**config.mk**
```make
export PLATFORM = sky130hd
export DESIGN_NAME = led_fader_flat
export DESIGN_NICKNAME = d
export VERILOG_FILES = /design/src/rtl/led_fader_if.sv /design/src/rtl/led_fader.sv /design/src/flat_wrapper.sv
export SDC_FILE = /design/constraint.sdc
export NUM_CORES = 1
export LEC_CHECK = 0
export BUFFER_PORTS_ARGS = -buffer_cell sky130_fd_sc_hd__buf_4
export CAP_MARGIN = 20
export CORE_ASPECT_RATIO = 1.4
export CORE_MARGIN = 2
export CORE_UTILIZATION = 60
export CTS_CLUSTER_SIZE = 16
export DETAILED_ROUTE_END_ITERATION = 7
export HOLD_SLACK_MARGIN = 0.06
export PLACE_DENSITY = 0.82
export SETUP_SLACK_MARGIN = 0.2
export SKIP_LAST_GASP = 1
export SLEW_MARGIN = 0
export SYNTH_ARGS = -nofsm -noshare
export SYNTH_HDL_FRONTEND = slang
export SYNTH_SLANG_ARGS = --single-unit
```
**constraint.sdc**
```tcl
create_clock -name clk -period 7.6 [get_ports clk]
set_input_delay 1.52 -clock clk [delete_from_list [all_inputs] [get_ports clk]]
set_output_delay 1.52 -clock clk [all_outputs]
set_load 0.02 [all_outputs]
```
**src/rtl/led_fader_if.sv**
```systemverilog
// Chaser-to-fader bus: on/off LED pattern and brightness in, PWM LED drive out.
interface led_fader_if #(
  parameter int unsigned NUM_LEDS = 16,
  parameter int unsigned PWM_BITS = 8
);
  logic [NUM_LEDS-1:0] led_in;
  logic [PWM_BITS-1:0] max_level;
  logic [NUM_LEDS-1:0] LED;

  modport master (output led_in, output max_level, input LED);
  modport slave  (input led_in, input max_level, output LED);
endinterface

```
**src/rtl/led_fader.sv**
```systemverilog
// Per-channel PWM afterglow: a lit channel shows max_level, a dropped channel
// fades out by DECAY_STEP on every prescaler tick, saturating at zero.
module led_fader #(
  parameter int unsigned NUM_LEDS     = 16,
  parameter int unsigned PWM_BITS     = 8,
  parameter int unsigned DECAY_CYCLES = 390625,
  parameter int unsigned DECAY_STEP   = 16
) (
  input logic        clk,
  input logic        rst,
  led_fader_if.slave bus
);
  localparam int unsigned         PRE_W    = (DECAY_CYCLES > 1) ? $clog2(DECAY_CYCLES) : 1;
  localparam logic [PRE_W-1:0]    PRE_LAST = PRE_W'(DECAY_CYCLES - 1);
  localparam logic [PWM_BITS-1:0] STEP     = PWM_BITS'(DECAY_STEP);

  logic [NUM_LEDS-1:0] in_q;
  logic [NUM_LEDS-1:0] led_q, led_d;
  logic [PWM_BITS-1:0] pwm_cnt_q, pwm_cnt_d;
  logic [PRE_W-1:0]    pre_cnt_q, pre_cnt_d;
  logic [PWM_BITS-1:0] level_q [NUM_LEDS];
  logic [PWM_BITS-1:0] level_d [NUM_LEDS];
  logic                tick;

  always_ff @(posedge clk or posedge rst) begin
    if (rst) begin
      in_q      <= '0;
      led_q     <= '0;
      pwm_cnt_q <= '0;
      pre_cnt_q <= '0;
      for (int unsigned i = 0; i < NUM_LEDS; i++) level_q[i] <= '0;
    end else begin
      in_q      <= bus.led_in;
      led_q     <= led_d;
      pwm_cnt_q <= pwm_cnt_d;
      pre_cnt_q <= pre_cnt_d;
      for (int unsigned i = 0; i < NUM_LEDS; i++) level_q[i] <= level_d[i];
    end
  end

  // Load beats decay: a held channel is reloaded even on a tick cycle.
  always_comb begin
    tick      = (pre_cnt_q == PRE_LAST);
    pre_cnt_d = tick ? '0 : pre_cnt_q + 1'b1;
    pwm_cnt_d = pwm_cnt_q + 1'b1;
    led_d     = '0;
    for (int unsigned i = 0; i < NUM_LEDS; i++) begin
      led_d[i] = (level_q[i] > pwm_cnt_q);
      if (in_q[i])
        level_d[i] = bus.max_level;
      else if (tick)
        level_d[i] = (level_q[i] >= STEP) ? level_q[i] - STEP : '0;
      else
        level_d[i] = level_q[i];
    end
  end

  assign bus.LED = led_q;
endmodule

```
**src/flat_wrapper.sv**
```systemverilog
// flat-port wrapper written by rule: the top's interface ports become plain ports
module led_fader_flat 
#(
  parameter int unsigned NUM_LEDS     = 16,
  parameter int unsigned PWM_BITS     = 8,
  parameter int unsigned DECAY_CYCLES = 390625,
  parameter int unsigned DECAY_STEP   = 16
)
  (clk, rst, bus_led_in, bus_max_level, bus_LED);
  led_fader_if #(.NUM_LEDS(NUM_LEDS), .PWM_BITS(PWM_BITS)) bus_i ();
  input logic clk;
  input logic rst;
  input wire logic [$bits(bus_i.led_in)-1:0] bus_led_in;
  input wire logic [$bits(bus_i.max_level)-1:0] bus_max_level;
  output wire logic [$bits(bus_i.LED)-1:0] bus_LED;
  assign bus_i.led_in = bus_led_in;
  assign bus_i.max_level = bus_max_level;
  assign bus_LED = bus_i.LED;
  led_fader #(.NUM_LEDS(NUM_LEDS), .PWM_BITS(PWM_BITS), .DECAY_CYCLES(DECAY_CYCLES), .DECAY_STEP(DECAY_STEP)) u_core (.clk(clk), .rst(rst), .bus(bus_i));
endmodule
```
==> results of run 1 <==
==> placed cells by master (no fill, tap or decap), drive strengths merged, types with 14 or more instances in the layout <==
cell type / count
clkbuf: 17
inv: 75
xnor2: 15
o21ai: 53
nand2: 82
a31o: 14
ha: 163
nand2b: 39
dfrtp: 187
a21oi: 51
or3: 14
nor3b: 21
o2bb2ai: 15
a21o: 38
o22ai: 31
buf: 47
o31ai: 29
nand4: 33
o211ai: 15
nor2b: 30
nor2: 35
o21bai: 14
a22o: 62
nand3: 36
nor3: 37
==> cell families (layout without fill, tap and decap cells) <==
| logic type | after synthesis | after routing | synth area share (%) |
|---|---|---|---|
| XOR/XNOR | 20 | 20 | 1.497 |
| buffers and inverters | 116 | 148 | 4.118 |
| multiplexers | 3 | 3 | 0.2567 |
| AND/OR/NAND/NOR | 358 | 358 | 16.82 |
| adder cells (fa/ha/maj) | 163 | 163 | 17.43 |
| AO/OA/AOI/OAI | 333 | 333 | 19.87 |
| flip-flops | 187 | 187 | 40.00 |
==> through the flow <==
step	setup slack (ns)	std cells	util (%)	cell area, sq um	hold WS (ns)
final	4.386	1460	66.52	12730	0.4976
after global routing	4.220	1460	66.52	12730	0.5149
after CTS	4.435	1460	66.52	12730	0.4924
after detailed placement	4.451	1428	63.45	12150	0.4810
after global placement	4.483	1428	63.45	12150	0.4607
after floorplan	0.9946	1180	-	11700	0.4455
==> state kept, by name (all words and copies together) (netlist names) <==
signal / flops
u_core.bus.LED: 16
u_core.in_q: 16
u_core.pwm_cnt_q: 8
u_core.pre_cnt_q: 19
u_core.level_q: 128
==> routing by layer <==
metal / global-route usage (%) / vias to the layer above / routed length [microns]
met5: 0 / - / 0
met4: 13.54 / 0 / 1152
met3: 4.637 / 82 / 1564
met2: 49.96 / 307 / 14800
met1: 37.45 / 4669 / 12090
li1: - / 4413 / -
==> how the worst min path moves through the flow <==
stage	from	endpoint	slack [ns]	cells after the start
6_report	u_core.pwm_cnt_q[7]	u_core.pwm_cnt_q[7]	0.50	1
5_1_grt	u_core.pwm_cnt_q[5]	u_core.pwm_cnt_q[5]	0.51	1
4_1_cts	u_core.pwm_cnt_q[7]	u_core.pwm_cnt_q[7]	0.49	1
3_5_place_dp	u_core.pwm_cnt_q[7]	u_core.pwm_cnt_q[7]	0.48	1
3_3_place_gp	u_core.pwm_cnt_q[7]	u_core.pwm_cnt_q[7]	0.46	1
2_1_floorplan	u_core.pwm_cnt_q[7]	u_core.pwm_cnt_q[7]	0.45	1
==> worst reg2reg max path, stage by stage (launching register included) <==
cell,delay (ns)
sky130_fd_sc_hd__dfrtp_1,0.42
sky130_fd_sc_hd__inv_1,0.07
sky130_fd_sc_hd__ha_1,0.15
sky130_fd_sc_hd__nor4bb_1,0.25
sky130_fd_sc_hd__and4_1,0.61
sky130_fd_sc_hd__and2_2,0.51
sky130_fd_sc_hd__buf_4,0.57
sky130_fd_sc_hd__o21bai_1,0.26
sky130_fd_sc_hd__a22o_1,0.25
==> where the power goes <==
part	leakage (nW)	switching, mW	internal [mW]
Clock	0.275	0.418	0.491
Sequential	2.23	0.107	1.08
Combinational	3.39	0.224	0.201
Total	5.90	0.749	1.78
==> synthesized netlist by cell type, drive strengths merged (3+ instances only) <==
library cell and n:
a311oi 8, inv 69, or3 14, nand4 33, xor2 5, xnor2 15
nor4 4, ha 163, clkbuf 32, a21o 38, nor3 37, or2 3
o21bai 14, buf 15, o21ai 53, nor2 35, nand2 82, nor2b 30
nand2b 39, mux2i 3, a21oi 51, o31ai 29, nand3 36, and3 4
nor4b 9, o2bb2ai 15, dfrtp 187, o211ai 15, a31o 14, a22o 62
nor3b 21, o22ai 31
==> final cells by class <==
class	instances	area share [%]
multi-input cells	877	51.34
clock inverters	15	1.277
well taps	248	2.437
clock buffers	17	3.341
inverters	69	2.093
repair buffers	47	2.771
flip-flops and latches	187	36.75
==> impl_metrics.ini, run 1 <==
[cells_and_area]
multi_input_area_sq_um = 6538
fin_nets = 1388
area_growth_syn_to_layout_pct = 8.855
num_antenna_cells = 0
drive_gt1_share_pct = 7.591
register_area_sq_um = 4679
fillCellCount = 1500

[global_route]
grt_pass1_vias = 9438
largest_net_degree_at_the_start_of_global_routing = 127
overflow = 0
globalRouteTotalUtil_pct = 29.68
grt_antenna_before_repair = 0
grt_pass1_wl_mm = 47.62

[timing]
finalCriticalPeriod_ns = 3.214
rsz0062_at_grt = false
relSlewSlack_pct = 21.37
sum_of_negative_setup_slack_ns = 0
timing_worst_slew_pin_value_ns = 1.179
final_min_period_over_clock_period_pct = 42.29
setup_viol = 0
finalHoldViolCount = 0
timing.clock.skew_ns = 0.01374
slew_violations = 0
fmaxAchievable_mhz = 311.1

[placement]
numPortBuffers = 41
gp_congestion = 0.8519
detailedPlacementHpwl_mm = 18.33

[worst_setup_path]
worstSetupEndpointType = register
cp_num_buf_inv = 2
rr_worst_depth = 8
reg2reg_setup_slack_ns = 4.39
crit_path_cell_trace = inv_1 -> ha_1 -> nor4bb_1 -> and4_1 -> and2_2 -> buf_4 -> o21bai_1 -> a22o_1
setup.worst_path.start = u_core.pre_cnt_q[0]
cp_slowest_stage_delay_ns = 0.61
critPathTopFamily = simple AND/OR/NAND/NOR gates
timing.rr.end = u_core.level_q[121]
cp.required_ns = 7.92
critical_path.slowest_cell = sky130_fd_sc_hd__and4_1
crit_type = reg2reg
critical_path.startpoint_type = register
regToRegStartpoint = u_core.pre_cnt_q[0]
crit_fanout = 49
critical_path_arrival_ns = 3.53
cp_num_cells = 8
end_of_the_critical_path = u_core.level_q[121]

[detailed_routing]
finalWirelength_mm = 29.60
vias_per_cell = 6.487
first_pass_iters = 5
drtAntennaViolNets = 0
route.detailed.drc = 0
initialDrtViolationCount = 755
route.vias.total = 9471
wl_per_cell_microns = 20.27

[clock_network]
cts_buffers = 17
holdBufCountCts = 0
ctsRootBufferMaster = sky130_fd_sc_hd__clkbuf_16
worst_skew_pair.late_latency_ns = 0.44
postCtsSetupRepairBufs = 0
postCtsResizedCells = 0
cts.sinks = 187
clkSlewWorstSetupHoldPaths_ns = 0.08
htreeDepth = 4
cts_tree = yes
clockBufferDepth = 2

[power_and_ir_drop]
power_per_cell_area_nw_per_um2 = 198.2
leakagePower_nw = 5.896
vdd_drop_max_mv = 0.1750
total_power_mw = 2.525

[synth]
synth_top_cells_by_area = sky130_fd_sc_hd__dfrtp_1 (40%), sky130_fd_sc_hd__ha_1 (17%), sky130_fd_sc_hd__a22o_1 (4.6%)
yosysSeqAreaShare_pct = 40.00
synth_enable_flop_cells = 0
yosys_warnings = 0
ys_ff_latch = 187
syn_inst = 1180
avgSynthCellArea_sq_um = 9.914
syn_nets = 1369
synth-main-ff-cell = sky130_fd_sc_hd__dfrtp_1
asyncSetResetFlopFracSynth_pct = 100.0
yosys.area.top_type = sky130_fd_sc_hd__dfrtp_1
ys_types = 51
synth_area_sq_um = 11700
post-synth-top-area-fraction_pct = 40.00

[die]
chipWidth_microns = 122.0
dieHeight_microns = 169.2
floorplan.core_area_sq_um = 19140
die-area_sq_um = 20650
start_util_pct = 61.11
placementRows = 60
io_pins = 42

[run_status]
outcome = completed

[flow_run]
max-cap-violations = 0

[min_path]
worst_hold_path_type = reg2reg
Note: power is estimated with default switching activity, not from simulation.
==> run 2, diff against run 1 <==
==> constraint.sdc (replaced) <==
create_clock -name clk -period 3.1 [get_ports clk]
set_input_delay 0.62 -clock clk [delete_from_list [all_inputs] [get_ports clk]]
set_output_delay 0.62 -clock clk [all_outputs]
set_load 0.02 [all_outputs]
==> run 2 against run 1 <==
  * Design area rose by 0.46%
  * Non-clock buffer count increased by 9
  * Register-to-register slack got worse by 3.7 ns
  * Combinational power up 150%
  * Final cell count is 0.62% higher
  * Fmax up 33%
  * Worst setup slack worse by 3.7 ns
  * Highest routed layer unchanged
  * Worst hold slack lost 0.21 ns
  * Die area is the same
  * Global-route usage fell by 0.23 points
  * Core utilization increased by 0.31 points
  * Critical path depth decreased by 1
==> impl_metrics.ini, run 2 (synthesized netlist as in run 1, its figures left out) <==
[run_status]
outcome = completed

[clock_network]
clkSlewWorstSetupHoldPaths_ns = 0.07
clockBufferDepth = 2
htreeDepth = 4
postCtsResizedCells = 0
cts.sinks = 187
ctsRootBufferMaster = sky130_fd_sc_hd__clkbuf_16
worst_skew_pair.late_latency_ns = 0.44
cts_buffers = 17
cts_tree = yes
postCtsSetupRepairBufs = 0
holdBufCountCts = 0

[die]
die-area_sq_um = 20650
dieHeight_microns = 169.2
placementRows = 60
io_pins = 42
chipWidth_microns = 122.0
start_util_pct = 61.11
floorplan.core_area_sq_um = 19140

[worst_setup_path]
worstSetupEndpointType = register
crit_fanout = 17
crit_type = reg2reg
timing.rr.end = u_core.bus.LED[6]
critical_path_arrival_ns = 2.72
rr_worst_depth = 7
reg2reg_setup_slack_ns = 0.69
cp.required_ns = 3.41
setup.worst_path.start = u_core.pwm_cnt_q[1]
critical_path.startpoint_type = register
regToRegStartpoint = u_core.pwm_cnt_q[1]

[cells_and_area]
register_area_sq_um = 4679
postLayoutCoreUtil_pct = 66.83
final_common_cell = sky130_fd_sc_hd__dfrtp_1
num_antenna_cells = 0
drive_gt1_share_pct = 8.108
fin_nets = 1397
multi_input_area_sq_um = 6538
area_growth_syn_to_layout_pct = 9.358
largest_register_ff_count = 128
layout_top_registers = u_core.level_q (128), u_core.pre_cnt_q (19)
layout.cells.most_common_list = sky130_fd_sc_hd__dfrtp_1 (187), sky130_fd_sc_hd__ha_1 (163), sky130_fd_sc_hd__nand2_1 (82), sky130_fd_sc_hd__inv_1 (68), sky130_fd_sc_hd__a22o_1 (62)
fillCellCount = 1484
largest_register = u_core.level_q

[global_route]
grt_util_met2_pct = 48.89
met1_usage_pct = 38.57
grt_most_used_layer = met2
globalRouteTotalUtil_pct = 29.45
grt_pass1_vias = 9398
grt_pass1_wl_mm = 47.52
largest_net_degree_at_the_start_of_global_routing = 98
overflow = 0
grt_antenna_before_repair = 0
groute.layer.met3.usage_pct = 3.562

[detailed_routing]
route.vias.total = 9674
first_pass_iters = 5
finalWirelength_mm = 29.78
initialDrtViolationCount = 954
wl_per_cell_microns = 20.27
route.detailed.drc = 0
drtAntennaViolNets = 0
vias_per_cell = 6.585

[timing]
fmaxAchievable_mhz = 415.0
final.hold.worst_slack_ns = 0.2832
postLayoutSetupSlackWorst_ns = 0.6904
slew_violations = 0
setup_viol = 0
finalCriticalPeriod_ns = 2.410
timing.clock.skew_ns = 0.008000
timing_worst_slew_pin_value_ns = 1.040
relSlewSlack_pct = 30.56
final_min_period_over_clock_period_pct = 77.73
sum_of_negative_setup_slack_ns = 0
rsz0062_at_grt = false
finalHoldViolCount = 0

[placement]
gp_congestion = 0.8772
numPortBuffers = 41
dp_slack_ns = 0.7599
detailedPlacementHpwl_mm = 19.07

[min_path]
hold-path-endpoint = u_core.in_q[5]
hold_start = bus_led_in[5]
worst_hold_path_type = in2reg
min_path_cells = 1

[power_and_ir_drop]
vdd_drop_max_mv = 0.3905
power_per_cell_area_nw_per_um2 = 472.7
leakagePower_nw = 5.931

[flow_run]
max-cap-violations = 0
-- run 2: changes by cell type in the layout (fill, tap and decap cells not counted), sizes merged --
cell	previous run	this run
clkbuf	17	20
bufinv	2	1
inv	75	69
buf	47	56
clkinv	2	6
-- run 2: worst max-delay path, cell delays in order, from the launching register on --
cell	delay (ns)
sky130_fd_sc_hd__dfrtp_1	0.40
sky130_fd_sc_hd__inv_1	0.76
sky130_fd_sc_hd__ha_1	0.40
sky130_fd_sc_hd__nor2b_1	0.14
sky130_fd_sc_hd__o21ai_0	0.20
sky130_fd_sc_hd__nand2b_1	0.10
sky130_fd_sc_hd__a21oi_1	0.19
sky130_fd_sc_hd__o31ai_1	0.08
-- run 2: power by group --
part,internal [mW],switching [mW]
Sequential,2.66,0.257
Clock,1.12,0.956
Combinational,0.498,0.557
-- run 2: layout make-up --
class | instances | share of cell area (%)
repair buffers | 56 | 3.579
multi-input cells | 877 | 51.10
flip-flops and latches | 187 | 36.58
clock inverters | 12 | 0.7726
inverters | 69 | 2.054
well taps | 248 | 2.425
clock buffers | 20 | 3.491
-- run 2: metrics by stage --
step                      cell area (sq um)  std cells  total power [mW]
after floorplan                       11700       1180             3.658
after global placement                12250       1437             3.929
after detailed placement              12250       1437             3.988
after CTS                             12790       1469             6.062
after global routing                  12790       1469             6.328
final                                 12790       1469             6.047
-- run 2: worst max-delay path by stage --
stage,end,slack (ns)
4_1_cts,u_core.bus.LED[6],0.73
3_3_place_gp,u_core.level_q[44],0.82
3_5_place_dp,u_core.level_q[44],0.76
2_1_floorplan,u_core.bus.LED[0],0.07
5_1_grt,u_core.level_q[44],0.58
6_report,u_core.bus.LED[6],0.69
-- run 2: layer usage --
layer  wire length (microns)  share of wire (%)
met1                   12450                 42
met3                    1684                5.7
met2                   14710                 49
met4                     940                3.2
met5                       0                  0
==> run 3, diff against run 2 <==
==> constraint.sdc (replaced) <==
create_clock -name clk -period 2.25 [get_ports clk]
set_input_delay 0.45 -clock clk [delete_from_list [all_inputs] [get_ports clk]]
set_output_delay 0.45 -clock clk [all_outputs]
set_load 0.02 [all_outputs]
==> run 3 against run 2 <==
  * Non-clock buffer count is 33 higher
  * Critical path depth stayed put
  * Clock skew is 0.0026 ns higher
  * Core utilization is 3.2 points higher
  * Routed wire length is 6.5% higher
  * Die area stayed put
  * Fmax is 16% higher
  * Critical path type unchanged
  * Total power is 44% higher
==> impl_metrics.ini, run 3 (synthesized netlist as in run 1, its figures left out) <==
[global_route]
grt_pass1_wl_mm = 48.76
grt_pass1_vias = 9660
globalRouteTotalUtil_pct = 30.35
largest_net_degree_at_the_start_of_global_routing = 85
grt_antenna_before_repair = 0
overflow = 0

[timing]
finalCriticalPeriod_ns = 2.086
fmaxAchievable_mhz = 479.4
finalHoldViolCount = 0
slew_violations = 0
final.hold.worst_slack_ns = 0.1170
timing.clock.skew_ns = 0.01059
final_min_period_over_clock_period_pct = 92.70
rsz0062_at_grt = true
setup_viol = 0
relSlewSlack_pct = 61.35
timing_worst_slew_pin_value_ns = 0.5744

[detailed_routing]
wl_met2_mm = 15.36
routed-wl-met3_mm = 2.231
wl_per_cell_microns = 21.13
drtAntennaViolNets = 0
initialDrtViolationCount = 1059
finalWirelength_mm = 31.72
route.detailed.drc = 0
route.vias.total = 9964
first_pass_iters = 5
highest_layer = met4
vias_per_cell = 6.638
detailed_route_wire_length_on_metal_1_mm = 12.55

[worst_setup_path]
critical_path_arrival_ns = 2.40
critPathTopFamily = simple AND/OR/NAND/NOR gates
critical_path.startpoint_type = register
reg2reg_setup_slack_ns = 0.16
crit_fanout = 6
critical_path.slowest_cell = sky130_fd_sc_hd__dfrtp_1
cp_slowest_stage_delay_ns = 0.46
crit_type = reg2reg
crit_path_cell_trace = nor4bb_1 -> and4_4 -> and2_4 -> buf_12 -> clkbuf_16 -> o31ai_1 -> a31o_2
worstSetupEndpointType = register
cp.required_ns = 2.57
cp_num_buf_inv = 2

[clock_network]
ctsRootBufferMaster = sky130_fd_sc_hd__clkbuf_16
worst_skew_pair.late_latency_ns = 0.44
cts.sinks = 187
clockBufferDepth = 2
clkSlewWorstSetupHoldPaths_ns = 0.07
cts_tree = yes
htreeDepth = 4
cts_buffers = 17

[min_path]
worst_hold_path_type = in2reg

[power_and_ir_drop]
leakagePower_nw = 6.205
vdd_drop_max_mv = 0.4876
power_per_cell_area_nw_per_um2 = 649.9
total_power_mw = 8.718

[cells_and_area]
postLayoutCoreUtil_pct = 70.07
largest_register_ff_count = 128
layout_top_registers = u_core.level_q (128), u_core.pre_cnt_q (19)
area_growth_syn_to_layout_pct = 14.65
register_area_sq_um = 4679
multi_input_area_sq_um = 6618
layout.cells.most_common_list = sky130_fd_sc_hd__dfrtp_1 (187), sky130_fd_sc_hd__ha_1 (163), sky130_fd_sc_hd__nand2_1 (81), sky130_fd_sc_hd__buf_4 (68), sky130_fd_sc_hd__inv_1 (67)
fin_nets = 1430
drive_gt1_share_pct = 11.81
num_antenna_cells = 0
largest_register = u_core.level_q
fillCellCount = 1350
final_common_cell = sky130_fd_sc_hd__dfrtp_1

[flow_run]
max-cap-violations = 0

[placement]
numPortBuffers = 41
gp_congestion = 0.8708
detailedPlacementHpwl_mm = 19.95

[die]
dieHeight_microns = 169.2
io_pins = 42
start_util_pct = 61.11
die-area_sq_um = 20650
floorplan.core_area_sq_um = 19140
chipWidth_microns = 122.0
placementRows = 60

[run_status]
outcome = completed
-- run 3: repair_timing --
item,in CTS,in global routing
pin swaps,2,4
setup buffers,2,7
hold buffers,1,0
endpoints found under the hold margin,9,0
endpoints found under the setup margin,102,83
cloned,1,6
gates resized for setup,6,26
-- run 3: cell type report --
class,instances,area share (%)
clock buffers,20,3.405
clock inverters,11,1.259
inverters,69,1.987
multi-input cells,877,49.34
flip-flops and latches,187,34.89
well taps,248,2.313
repair buffers,89,6.810
-- run 3: routing by layer --
metal | global-route usage [%] | vias up
met5 | 0 | -
met4 | 14.34 | 0
met3 | 5.141 | 124
met2 | 50.04 | 435
met1 | 38.77 | 4913
li1 | - | 4492
-- run 3: path summary, 6_finish.rpt --
check / start / end / depth (start not counted)
max: u_core.pre_cnt_q[10] / u_core.level_q[108] / 7
min: bus_led_in[7] / u_core.in_q[7] / 1
max reg2reg: u_core.pre_cnt_q[10] / u_core.level_q[108] / 7
min reg2reg: u_core.pwm_cnt_q[7] / u_core.pwm_cnt_q[7] / 1
max in group asynchronous: rst / u_core.level_q[28] / 4
min in group asynchronous: rst / u_core.level_q[85] / 3
-- run 3: worst register-to-register path: stages (launching register included) --
cell and delay, ns:
sky130_fd_sc_hd__dfrtp_1 0.46, sky130_fd_sc_hd__nor4bb_1 0.36, sky130_fd_sc_hd__and4_4 0.32, sky130_fd_sc_hd__and2_4 0.24
sky130_fd_sc_hd__buf_12 0.14, sky130_fd_sc_hd__clkbuf_16 0.16, sky130_fd_sc_hd__o31ai_1 0.07, sky130_fd_sc_hd__a31o_2 0.23
-- run 3: through the flow --
step	cell area [sq um]	TNS, ns	setup slack, ns	cells
6_report	13410	0	0.1642	1501
5_1_grt	13410	0	0.1249	1501
4_1_cts	13110	0	0.2023	1488
3_5_place_dp	12420	0	0.1030	1453
3_3_place_gp	12420	0	0.1934	1453
2_1_floorplan	11700	-113.42	-0.6065	1180
-- run 3: power by group --
part	total (mW)	internal, mW	switching (mW)
sequential	4.03	3.66	0.367
clock	3.21	1.91	1.30
combinational	1.48	0.698	0.778
total	8.72	6.27	2.44
